===== config.mk =====
export PLATFORM = sky130hd
export DESIGN_NAME = univ_shift_reg
export DESIGN_NICKNAME = d
export VERILOG_FILES = /design/src/rtl/shift_pkg.sv /design/src/rtl/shift_bit_cnt.sv /design/src/rtl/univ_shift_reg.sv
export SDC_FILE = /design/constraint.sdc
export NUM_CORES = 1
export LEC_CHECK = 0
export ABC_AREA = 1
export ABC_CLOCK_PERIOD_IN_PS = 2800
export BUFFER_PORTS_ARGS = -buffer_cell sky130_fd_sc_hd__buf_2
export CAP_MARGIN = 20
export CORE_MARGIN = 1.5
export CORE_UTILIZATION = 30
export CTS_BUF_LIST = sky130_fd_sc_hd__clkbuf_2
export DETAILED_ROUTE_END_ITERATION = 10
export GPL_ROUTABILITY_DRIVEN = 0
export GPL_TIMING_DRIVEN = 0
export PLACE_DENSITY = 0.64
export SYNTH_ARGS = -nofsm -noshare
export SYNTH_HDL_FRONTEND = slang
export SYNTH_SLANG_ARGS = --single-unit

===== constraint.sdc =====
create_clock -name clk -period 2.8 [get_ports clk]
set_input_delay 0.56 -clock clk [delete_from_list [all_inputs] [get_ports clk]]
set_output_delay 0.56 -clock clk [all_outputs]
set_load 0.1 [all_outputs]

===== src/rtl/shift_pkg.sv =====
// Shared definitions for the universal shift register.
//   MODE_HOLD : keep q, so and bit_cnt unchanged
//   MODE_SHL  : shift toward the MSB, si enters at bit 0
//   MODE_SHR  : shift toward the LSB, si enters at the MSB
//   MODE_LOAD : parallel load from pi and abort the current frame
package shift_pkg;

  localparam logic [1:0] MODE_HOLD = 2'b00;
  localparam logic [1:0] MODE_SHL  = 2'b01;
  localparam logic [1:0] MODE_SHR  = 2'b10;
  localparam logic [1:0] MODE_LOAD = 2'b11;

endpackage


===== src/rtl/shift_bit_cnt.sv =====
// Frame counter for the universal shift register.
// Counts shifts from 0 to WIDTH-1. The shift that arrives while the count
// is WIDTH-1 wraps the count to 0 and raises done for exactly one cycle.
// Ports:
//   clk   : rising-edge clock
//   clear : synchronous active-high reset, highest priority
//   inc   : one shift happens on this edge
//   zero  : discard the partial frame (parallel load); wins over inc
//   cnt   : shifts completed in the current frame
//   done  : registered one-cycle pulse after the last shift of a frame
module shift_bit_cnt #(
  parameter int WIDTH = 4,
  parameter int CNT_W = $clog2(WIDTH)
) (
  input  logic             clk,
  input  logic             clear,
  input  logic             inc,
  input  logic             zero,
  output logic [CNT_W-1:0] cnt,
  output logic             done
);

  localparam logic [CNT_W-1:0] LAST = CNT_W'(WIDTH - 1);

  logic [CNT_W-1:0] cnt_q, cnt_d;
  logic             done_q, done_d;

  always_comb begin
    cnt_d  = cnt_q;
    // done is only ever a single-cycle pulse, so it defaults low.
    done_d = 1'b0;
    if (zero) begin
      cnt_d = '0;
    end else if (inc) begin
      if (cnt_q == LAST) begin
        cnt_d  = '0;
        done_d = 1'b1;
      end else begin
        cnt_d = cnt_q + CNT_W'(1);
      end
    end
  end

  always_ff @(posedge clk) begin
    if (clear) begin
      cnt_q  <= '0;
      done_q <= 1'b0;
    end else begin
      cnt_q  <= cnt_d;
      done_q <= done_d;
    end
  end

  assign cnt  = cnt_q;
  assign done = done_q;

endmodule


===== src/rtl/univ_shift_reg.sv =====
// Universal shift register: hold, shift left, shift right, parallel load.
// Ports:
//   clk        : rising-edge clock
//   clear      : synchronous active-high reset, beats en and mode
//   en         : clock enable; low freezes q, so and bit_cnt
//   mode       : MODE_HOLD / MODE_SHL / MODE_SHR / MODE_LOAD
//   si         : serial input bit
//   pi         : parallel load data
//   so         : registered bit shifted out by the most recent shift
//   po         : the register contents, no extra stage
//   bit_cnt    : shifts completed in the current frame
//   frame_done : one-cycle pulse after the WIDTH-th shift of a frame
module univ_shift_reg
  import shift_pkg::*;
#(
  parameter int WIDTH = 4,
  parameter int CNT_W = $clog2(WIDTH)
) (
  input  logic             clk,
  input  logic             clear,
  input  logic             en,
  input  logic [1:0]       mode,
  input  logic             si,
  input  logic [WIDTH-1:0] pi,
  output logic             so,
  output logic [WIDTH-1:0] po,
  output logic [CNT_W-1:0] bit_cnt,
  output logic             frame_done
);

  logic [WIDTH-1:0] q_q, q_d;
  logic             so_q, so_d;
  logic             do_shift;
  logic             do_load;

  always_comb begin
    q_d      = q_q;
    so_d     = so_q;
    do_shift = 1'b0;
    do_load  = 1'b0;
    if (en) begin
      case (mode)
        MODE_SHL: begin
          q_d      = {q_q[WIDTH-2:0], si};
          so_d     = q_q[WIDTH-1];
          do_shift = 1'b1;
        end
        MODE_SHR: begin
          q_d      = {si, q_q[WIDTH-1:1]};
          so_d     = q_q[0];
          do_shift = 1'b1;
        end
        MODE_LOAD: begin
          // so keeps the last shifted-out bit; a load shifts nothing out.
          q_d     = pi;
          do_load = 1'b1;
        end
        default: ;
      endcase
    end
  end

  always_ff @(posedge clk) begin
    if (clear) begin
      q_q  <= '0;
      so_q <= 1'b0;
    end else begin
      q_q  <= q_d;
      so_q <= so_d;
    end
  end

  shift_bit_cnt #(
    .WIDTH (WIDTH),
    .CNT_W (CNT_W)
  ) u_bit_cnt (
    .clk   (clk),
    .clear (clear),
    .inc   (do_shift),
    .zero  (do_load),
    .cnt   (bit_cnt),
    .done  (frame_done)
  );

  assign so = so_q;
  assign po = q_q;

endmodule


Word level (Yosys, flattened, before mapping)

Cells that the tools add are included.

Equal/unequal tests: 4
Add/subtract/negate cells: 1
Bitwise logic cells: 1
Div/mod/pow operators: 0
$lt $le $gt $ge: 0
$mul: 0
Reduce and logical (&&, ||, !) cells: 7
Shift operators: 0
Muxes and demuxes: 8

Operator list:

| cell                                           | number |
|---|---|
| case mux 4 bit (3 select lines)                | 1 |
| == test 2 bit (second input constant)          | 3 |
| 2-to-1 mux 1 bit                               | 5 |
| AND reduction 2 bit                            | 2 |
| OR reduction 2 bit                             | 2 |
| nonzero test 3 bit                             | 1 |
| OR reduction 3 bit                             | 1 |
| adder 2 x 1 -> 2 bit (second input constant)   | 1 |
| == test 2 x 1 -> 1 bit (second input constant) | 1 |
| 2-to-1 mux 2 bit                               | 1 |
| case mux 1 bit (2 select lines)                | 1 |
| nonzero test 2 bit                             | 1 |
| inverter 1 bit                                 | 1 |

Bits in registers: 8
Output and inout port bits: 8
Latch bits: 0
Memories: 0
Bits in read-only memories: 0
Bits in writable memories: 0

Depth between registers and ports, before layout

Gate-level depths: netlist of the first run.

Word-level depth: 6
Gate-level depth with buffers: 8

By module

From an unflattened synthesis of the first run, not the netlist that was laid out.

Cells, all modules: 90
Area total of the unflattened synthesis: 553.0 µm²

By module, submodules not included:

| module         | area an instance (µm²) | times used | cells an instance | seq. area each (µm²) |
|---|---|---|---|---|
| univ_shift_reg | 422.9                  | 1          | 73                | 100.1 |
| shift_bit_cnt  | 130.1                  | 1          | 17                | 60.1 |

Least setup slack after synthesis of the first run

No wires, ideal clock.

Path kind: flip-flop to flip-flop
Start: reg u_bit_cnt.cnt_q[0] (netlist: u_bit_cnt.cnt[0])
End: reg u_bit_cnt.cnt_q[0] (netlist: u_bit_cnt.cnt[0])
Library setup time: 0.120 ns
Period minus slack after synthesis: 1.563 ns
Arrival time: 1.444 ns
Cell stages (with the launch flop): 5
Path slack: 1.237 ns
Path buffers: 0
Cell sequence: dfxtp_1 > ha_1 > nor2_1 > nand2_1 > a21oi_1

Word-level cells in the longest chain between the ends: 2
Elaborated cells on any way between the ends: 3
Those cells by class: add/sub (1); eq/ne (1); mux (1)

Ends and longest elaborated chain:

| what                                                         | line                                     | source |
|---|---|---|
| from (decl)                                                  | shift_bit_cnt.sv:25                      | `logic [CNT_W-1:0] cnt_q, cnt_d;` |
| from (signal assigned)                                       | shift_bit_cnt.sv:49                      | `cnt_q <= cnt_d;` |
| adder 2 x 1 -> 2 bit / == test 2 bit (equally long branches) | shift_bit_cnt.sv:39, shift_bit_cnt.sv:35 |  |
| 2-to-1 mux 2 bit (*)                                         | shift_bit_cnt.sv:35                      | `if (cnt_q == LAST) begin` |

Every way passes the cells marked *; elsewhere a longest branch is shown, timed or not.
A chain may end at the register's enable or synchronous reset.

Final worst setup path of the first run

Start: reg q_q[3] (netlist: po[3])
End: out po[3]

RTL lines:

| what                   | line                 | source |
|---|---|---|
| from (decl)            | univ_shift_reg.sv:31 | `logic [WIDTH-1:0] q_q, q_d;` |
| from (signal assigned) | univ_shift_reg.sv:68 | `q_q <= q_d;` |
| to (decl)              | univ_shift_reg.sv:26 | `output logic [WIDTH-1:0] po,` |

No word-level cell between the ends.

==> results of run 1 <==
## flip-flops by register name, indices dropped and copies added (netlist names)
name            flops
po                  4
so                  1
u_bit_cnt.cnt       2
u_bit_cnt.done      1
## layout by cell type (no fill, tap or decap)
cell type  instances
buf_2             17
inv_1              7
a21oi_1            2
ha_1               4
dfxtp_1            8
inv_2              4
nor2_1            15
nor2_8             1
o21ai_2            2
nand2_1           17
o21ai_0            4
nand2_2            1
clkbuf_2           3
nand3_1            5
## how the worst min path moves through the flow
stage	cells past startpoint	start	end
final	2	u_bit_cnt.cnt[1]	u_bit_cnt.cnt[1]
after global routing	2	u_bit_cnt.cnt[1]	u_bit_cnt.cnt[1]
after CTS	2	u_bit_cnt.cnt[1]	u_bit_cnt.cnt[1]
after detailed placement	2	u_bit_cnt.cnt[1]	u_bit_cnt.cnt[1]
after global placement	2	u_bit_cnt.cnt[1]	u_bit_cnt.cnt[1]
after floorplan	3	clear	so
## final cells by class
type | instances | area (um^2) | share of cell area
clock buffers | 3 | 15.0 | 0.0254
inverters | 11 | 41.3 | 0.0699
multi-input cells | 51 | 269 | 0.456
flip-flops and latches | 8 | 160 | 0.271
well taps | 16 | 20.0 | 0.0339
repair buffers | 17 | 85.1 | 0.144
## per-stage QoR
stage	power [mW]	hold slack (ns)	instances
floorplan	0.216	0.701	70
global placement	0.236	0.473	103
detailed placement	0.237	0.477	103
CTS	0.309	0.488	106
global route	0.325	0.510	106
finish	0.305	0.485	106
## layer usage
layer / vias to the layer above / global-route usage / share of wire
met2: 15 / 0.160 / 0.45
met3: 2 / 0.0431 / 0.059
met4: 0 / 0.131 / 0.022
met1: 182 / 0.166 / 0.47
li1: 258 / - / -
met5: - / 0 / 0
## power groups by stage
stage / clock network (mW) / registers (mW) / logic, mW
floorplan: 0 / 0.181 / 0.0349
global placement: 0 / 0.130 / 0.106
detailed placement: 0 / 0.130 / 0.107
CTS: 0.0748 / 0.127 / 0.107
global route: 0.0810 / 0.128 / 0.115
finish: 0.0717 / 0.127 / 0.106
## cell families after synthesis
family	synth area share
simple gates	0.364
buf+inv	0.0878
compound gates	0.101
flops	0.340
fa+ha+maj	0.106
==> results.toml, run 1 <==
[global_route]
grt_max_degree = 9
track_usage = 0.130
grt_pass1_wl_um = 1660
grt_overflow_total = 0
antenna_found_initial = 0
grt_pass1_vias = 428

[worst_setup_path]
cp_top_family = "buffers and inverters"
r2r-start = "u_bit_cnt.cnt[0]"
max_stage_delay_ns = 0.45
r2r_slack_ns = 1.94
crit_chain = "buf_2"
arrival_ns = 1.09
regToRegEndpoint = "u_bit_cnt.cnt[0]"
crit_start = "po[3]"
critPathBufInv = 1
crit_path_end = "po[3]"
r2r_cells = 4
cp_num_cells = 1
crit_fanout = 4
end_kind = "output pin"
worstPathRequired_ns = 2.24
crit_slowest_cell = "buf_2"
path_class = "reg -> out"
start_kind = "flop"

[hold_path]
hold_path.class = "reg -> reg"

[clocking]
clockBufferDepth = 2
htreeDepth = 1
post_cts_buffers = 0
postCtsHoldBufs = 0
clkTransAtPathRegs_ns = 0.10
clock-sinks = 8
clk_latency_ns = 0.25
cts_resized = 0
cts_tree = "built"
cts_made_buffers = 3
cts-root-buf = "clkbuf_2"

[finish]
area_growth_pct = 25.5
antenna_cells = 0
nFillCells = 161
final_cell_area_um2 = 591
drive_above_1_share = 0.311
final_util = 0.397
final_nets = 106

[yosys]
yosys_most_used_dff = "dfxtp_1"
synth_common_cells = "nand2_1 (17), nor2_1 (15), dfxtp_1 (8)"
synth_cell_types = 12
synth-async-reset-ratio = 0
synth_edf_count = 0
ys_seq_elements = 8
avgSynthCellArea_um2 = 6.72
ys_seq_area_frac = 0.340
synth_nets = 84
synth_top_cell_by_area = "dfxtp_1"
yosysMostFrequentCell = "nand2_1"
syn_area_um2 = 470
yosys-top-cells-area = "dfxtp_1 (34%), nand2_1 (14%), nor2_1 (12%)"
synth_cells = 70
synthDominantCellAreaShare = 0.340
yosysWarnings = 0

[routing]
drt_iter0_drc = 5
vias = 457
drt_wl_total_um = 927
drtPass1Iterations = 4
drc = 0
wire_per_inst_um = 8.75
viasPerCell = 4.31
ant_nets = 0

[die]
dieWidth_um = 42.6
num_rows = 14
start_util = 0.316
die_area_um2 = 1810
core_um2 = 1490
die_h_um = 42.6
io_pins = 18

[power]
leakagePower_nw = 0.322
combPwrFrac = 0.348
clkPwrFrac = 0.235
switching_share = 0.428
internal_power_mw = 0.174
irDropWorstVdd_mv = 0.152
powerDensity_nw_per_um2 = 516
p_sw_mw = 0.130
seqPwrFrac = 0.417

[placement]
place_hpwl_um = 750
pre_cts_slack_ns = 1.30
portBuffers = 17
dpl_cell_area_um2 = 576

[status]
status = "completed"

[sta]
setup_viol = 0
fin_setup_tns_ns = 0
maxSlewViolCount = 0
hold_viol = 0
tightest_slew_ns = 0.484
rsz0062_at_grt = "false"
fin_crit_ns = 1.65
fin_crit_sh = 0.588
slew_headroom = 0.680
fmax_mhz = 607
clock_skew_ns = 0.0186
postLayoutSetupSlackWorst_ns = 1.15

[run]
cap_viol_max_count = 0
No activity file was read; power rests on OpenSTA's default activity.
==> inputs of run 2 (changes only) <==
--- a/config.mk
+++ b/config.mk
@@ -5,8 +5,8 @@
 export SDC_FILE = /design/constraint.sdc
 export NUM_CORES = 1
 export LEC_CHECK = 0
-export ABC_AREA = 1
-export ABC_CLOCK_PERIOD_IN_PS = 2800
+export ABC_AREA = 0
+export ABC_CLOCK_PERIOD_IN_PS = 1500
 export BUFFER_PORTS_ARGS = -buffer_cell sky130_fd_sc_hd__buf_2
 export CAP_MARGIN = 20
 export CORE_MARGIN = 1.5
@@ -15,7 +15,7 @@
 export DETAILED_ROUTE_END_ITERATION = 10
 export GPL_ROUTABILITY_DRIVEN = 0
 export GPL_TIMING_DRIVEN = 0
-export PLACE_DENSITY = 0.64
+export PLACE_DENSITY = 0.68
 export SYNTH_ARGS = -nofsm -noshare
 export SYNTH_HDL_FRONTEND = slang
 export SYNTH_SLANG_ARGS = --single-unit
==> constraint.sdc (replaced) <==
create_clock -name clk -period 1.5 [get_ports clk]
set_input_delay 0.3 -clock clk [delete_from_list [all_inputs] [get_ports clk]]
set_output_delay 0.3 -clock clk [all_outputs]
set_load 0.1 [all_outputs]
==> run 2 against run 1 <==
- worst setup slack lost 1.0 ns
- total power grew 82%
- global-route usage shrank 1.6 points
- synthesized cell count shrank 33%
- core utilization grew 1.6 points
- routed wire length grew 4.2%
- clock power grew 84%
- count of clock-buffer cells in the layout is the same
- non-clock buffer count grew 2
- sequential power grew 87%
- largest cell class unchanged
- highest routed layer unchanged
==> results.toml, run 2 <==
[finish]
final_util = 0.413
final_cell_area_um2 = 537
most-common-layout-cells = "buf_2 (17), nand2_1 (7), nor2_1 (5), a311oi_1 (5), dfxtp_1 (5)"
drive_above_1_share = 0.364
final_common_cell = "buf_2"
antenna_cells = 0
area_growth_pct = 28.1
final_nets = 82
largest_reg_flops = 4

[die]
num_rows = 13
start_util = 0.322
die_h_um = 40.4
core_um2 = 1300
dieWidth_um = 40.4
die_area_um2 = 1630
io_pins = 18

[sta]
fin_setup_tns_ns = 0
tightest_slew_ns = 0.485
slew_headroom = 0.679
fin_crit_sh = 0.918
maxSlewViolCount = 0
clock_skew_ns = 0.0203
fin_hold_ws_ns = 0.320
setup_viol = 0
fmax_mhz = 726
hold_viol = 0
fin_crit_ns = 1.38
rsz0062_at_grt = "false"

[yosys]
synth_nets = 61
ys_seq_elements = 8
syn_area_um2 = 419
yosys-top-cells-area = "dfxtp_1 (38%), ha_1 (12%), a311oi_1 (10%)"
synth_top_cell_by_area = "dfxtp_1"
synth-async-reset-ratio = 0
yosys_most_used_dff = "dfxtp_1"
avgSynthCellArea_um2 = 8.92
yosysMostFrequentCell = "dfxtp_1"
synth_cells = 47
synth_common_cells = "dfxtp_1 (8), nand2_1 (7), a311oi_1 (5), nor2_1 (5)"
yosysWarnings = 0
synth_edf_count = 0
ys_seq_area_frac = 0.382
synthDominantCellAreaShare = 0.382
synth_cell_types = 17

[routing]
drtPass1Iterations = 5
wire_per_inst_um = 11.9
drc = 0
ant_nets = 0
drt_iter0_drc = 13
drt_wl_total_um = 966
viasPerCell = 5.37
vias = 435

[clocking]
cts_made_buffers = 3
clkTransAtPathRegs_ns = 0.10
htreeDepth = 1
clock-sinks = 8
cts-root-buf = "clkbuf_2"
postCtsHoldBufs = 0
clockBufferDepth = 2
clk_latency_ns = 0.24
cts_tree = "built"
cts_resized = 0
post_cts_buffers = 0

[placement]
dpl_cell_area_um2 = 522
portBuffers = 16
place_hpwl_um = 697

[worst_setup_path]
start_kind = "flop"
path_class = "reg -> out"
max_stage_delay_ns = 0.44
crit_slowest_cell = "buf_2"
crit_chain = "buf_2"
cp_top_family = "buffers and inverters"
end_kind = "output pin"
critPathBufInv = 1
arrival_ns = 1.08
crit_fanout = 4
worstPathRequired_ns = 1.20

[power]
seqPwrFrac = 0.429
irDropWorstVdd_mv = 0.287
clkPwrFrac = 0.238
switching_share = 0.416
leakagePower_nw = 0.253
internal_power_mw = 0.325
powerDensity_nw_per_um2 = 1040
p_sw_mw = 0.231
power_mw = 0.556
combPwrFrac = 0.334

[global_route]
grt_overflow_total = 0
grt_pass1_vias = 273
grt_max_degree = 10
grt_pass1_wl_um = 1180
antenna_found_initial = 0
track_usage = 0.113

[hold_path]
hold_path.class = "in -> reg"

[status]
status = "completed"

[run]
cap_viol_max_count = 0
run 2: cell types whose count changed in the layout (fill, tap and decap cells not counted), sizes merged, moves of 4 or more:
cell / previous run / this run
nand2: 18 / 7
nor2: 16 / 5
inv: 11 / 2
a311oi: 0 / 5
nand3: 5 / 0
o21ai: 6 / 1
a22oi: 0 / 4
run 2: power groups by stage:
stage | Clock [mW] | Sequential (mW) | Combinational [mW]
CTS | 0.131 | 0.238 | 0.185
finish | 0.132 | 0.238 | 0.185
detailed placement | 0 | 0.243 | 0.184
floorplan | 0 | 0.337 | 0.0528
global route | 0.142 | 0.240 | 0.195
global placement | 0 | 0.243 | 0.183
run 2: area by class of cell:
cell class                      count  area (um^2)
Buffer                              3         20.0
Clock buffer                        3         15.0
Fill cell                         155          764
Inverter                            2         7.51
Multi-Input combinational cell     34          231
Sequential cell                     8          164
Tap cell                           15         18.8
Timing Repair Buffer               16         80.1
run 2: worst paths after layout:
kind	start	to	cells after the start	slack (ns)
hold / removal	en	so	2	0.32
hold reg to reg	u_bit_cnt.cnt[1]	u_bit_cnt.cnt[1]	2	0.46
setup / recovery	po[1]	po[1]	1	0.12
setup reg to reg	u_bit_cnt.cnt[0]	u_bit_cnt.cnt[0]	3	0.28
run 2: kinds of logic (layout without fill, tap and decap cells):
logic type | after synthesis | count (layout) | synth area share
mux | 1 | 1 | 0.0239
fa+ha+maj | 4 | 4 | 0.119
flops | 8 | 8 | 0.382
buf+inv | 5 | 24 | 0.0657
simple gates | 16 | 16 | 0.185
compound gates | 13 | 13 | 0.224
run 2: per-stage QoR:
| step | cells | worst slack (ns) |
|---|---|---|
| detailed placement | 78 | 0.0388 |
| finish | 81 | 0.123 |
| floorplan | 47 | -0.00987 |
| global route | 81 | 0.0854 |
| global placement | 78 | 0.0554 |
| CTS | 81 | 0.130 |
run 2: metal layers:
metal  global-route usage  vias up  share of wire
li1                     -      212              -
met1                0.180      202           0.50
met2                0.131       19           0.43
met3               0.0167        2          0.063
met4               0.0750        0          0.012
met5                    0        -              0
==> inputs of run 3 (changes only) <==
--- a/config.mk
+++ b/config.mk
@@ -15,7 +15,6 @@
 export DETAILED_ROUTE_END_ITERATION = 10
 export GPL_ROUTABILITY_DRIVEN = 0
 export GPL_TIMING_DRIVEN = 0
-export PLACE_DENSITY = 0.68
 export SYNTH_ARGS = -nofsm -noshare
 export SYNTH_HDL_FRONTEND = slang
 export SYNTH_SLANG_ARGS = --single-unit
==> run 3 against run 2 <==
- first-iteration DRC count up 31%
- cell count unchanged
- worst setup slack better by 0.017 ns
- sequential power about the same
- core utilization unchanged
- fmax up 1.3%
- non-clock buffer count unchanged
- combinational power about the same
- die area unchanged
- critical endpoint is now po[0]
- largest cell class unchanged
- worst hold slack better by 0.0082 ns
- clock skew down 0.016 ns
- register-to-register slack about the same
- highest routed layer unchanged
==> results.toml, run 3 (same netlist as run 2, synthesis figures left out) <==
[finish]
drive_above_1_share = 0.364
final_common_cell = "buf_2"
most-common-layout-cells = "buf_2 (17), nand2_1 (7), nor2_1 (5), a311oi_1 (5), dfxtp_1 (5)"
final_nets = 82
area_growth_pct = 28.1
largest_reg_flops = 4
antenna_cells = 0
nFillCells = 147
final_util = 0.413

[worst_setup_path]
arrival_ns = 1.06
crit_fanout = 4
critPathBufInv = 1
worstPathRequired_ns = 1.20
crit_slowest_cell = "buf_2"
cp_top_family = "buffers and inverters"
start_kind = "flop"
end_kind = "output pin"
path_class = "reg -> out"
crit_chain = "buf_2"
max_stage_delay_ns = 0.45

[clocking]
clockBufferDepth = 2
cts-root-buf = "clkbuf_2"
cts_resized = 0
clock-sinks = 8
postCtsHoldBufs = 0
cts_tree = "built"
clk_latency_ns = 0.23
htreeDepth = 1
cts_made_buffers = 3
post_cts_buffers = 0
clkTransAtPathRegs_ns = 0.08

[sta]
slew_headroom = 0.679
hold_viol = 0
fin_crit_ns = 1.36
setup_viol = 0
fin_setup_tns_ns = 0
tightest_slew_ns = 0.485
fin_hold_ws_ns = 0.328
clock_skew_ns = 0.00465
fin_crit_sh = 0.906
maxSlewViolCount = 0
postLayoutSetupSlackWorst_ns = 0.140
fmax_mhz = 735
rsz0062_at_grt = "false"

[global_route]
grt_overflow_total = 0
grt_max_degree = 10
antenna_found_initial = 0
grt_pass1_vias = 347
track_usage = 0.144
grt_pass1_wl_um = 1520

[die]
num_rows = 13
start_util = 0.322
die_area_um2 = 1630
dieWidth_um = 40.4
die_h_um = 40.4
io_pins = 18
core_um2 = 1300

[power]
leakagePower_nw = 0.253
p_sw_mw = 0.226
combPwrFrac = 0.333
power_mw = 0.551
clkPwrFrac = 0.235
irDropWorstVdd_mv = 0.350
internal_power_mw = 0.325
switching_share = 0.410
seqPwrFrac = 0.431
powerDensity_nw_per_um2 = 1030

[routing]
viasPerCell = 5.11
ant_nets = 0
vias = 414
drtPass1Iterations = 5
drc = 0
wire_per_inst_um = 10.6
drt_iter0_drc = 17
drt_wl_total_um = 862

[status]
status = "completed"

[placement]
pre_cts_slack_ns = 0.0254
portBuffers = 16
place_hpwl_um = 653

[run]
cap_viol_max_count = 0

[hold_path]
hold_path.class = "in -> reg"
## run 3: power by group through the flow
stage | clock network [mW] | logic, mW | registers [mW]
after CTS | 0.134 | 0.184 | 0.238
after detailed placement | 0 | 0.183 | 0.243
after floorplan | 0 | 0.0528 | 0.337
after global placement | 0 | 0.183 | 0.243
final | 0.130 | 0.184 | 0.238
after global routing | 0.149 | 0.197 | 0.240
## run 3: worst paths after layout
| kind | to | startpoint | slack [ns] | cells after the start |
|---|---|---|---|---|
| max | po[0] | po[0] | 0.14 | 1 |
| max reg2reg | u_bit_cnt.cnt[0] | u_bit_cnt.cnt[0] | 0.28 | 3 |
| min | so | en | 0.33 | 2 |
| min reg2reg | u_bit_cnt.cnt[1] | u_bit_cnt.cnt[1] | 0.47 | 2 |
## run 3: stage by stage
| stage | area, um^2 | std cells |
|---|---|---|
| 5_1_grt | 537 | 81 |
| 6_report | 537 | 81 |
| 3_3_place_gp | 522 | 78 |
| 2_1_floorplan | 423 | 47 |
| 4_1_cts | 537 | 81 |
| 3_5_place_dp | 522 | 78 |
## run 3: per-layer routing
layer	track usage	vias up	part of all wire
li1	-	213	-
met1	0.221	182	0.48
met2	0.167	17	0.42
met3	0.0333	2	0.082
met4	0.100	0	0.014
met5	0	-	0
## run 3: final cells by class
class	instances	area, um^2	area share
clock buffers	3	15.0	0.0280
multi-input cells	34	231	0.431
inverters	2	7.51	0.0140
repair buffers	16	80.1	0.149
well taps	15	18.8	0.0350
flip-flops and latches	8	164	0.305
plain buffers	3	20.0	0.0373
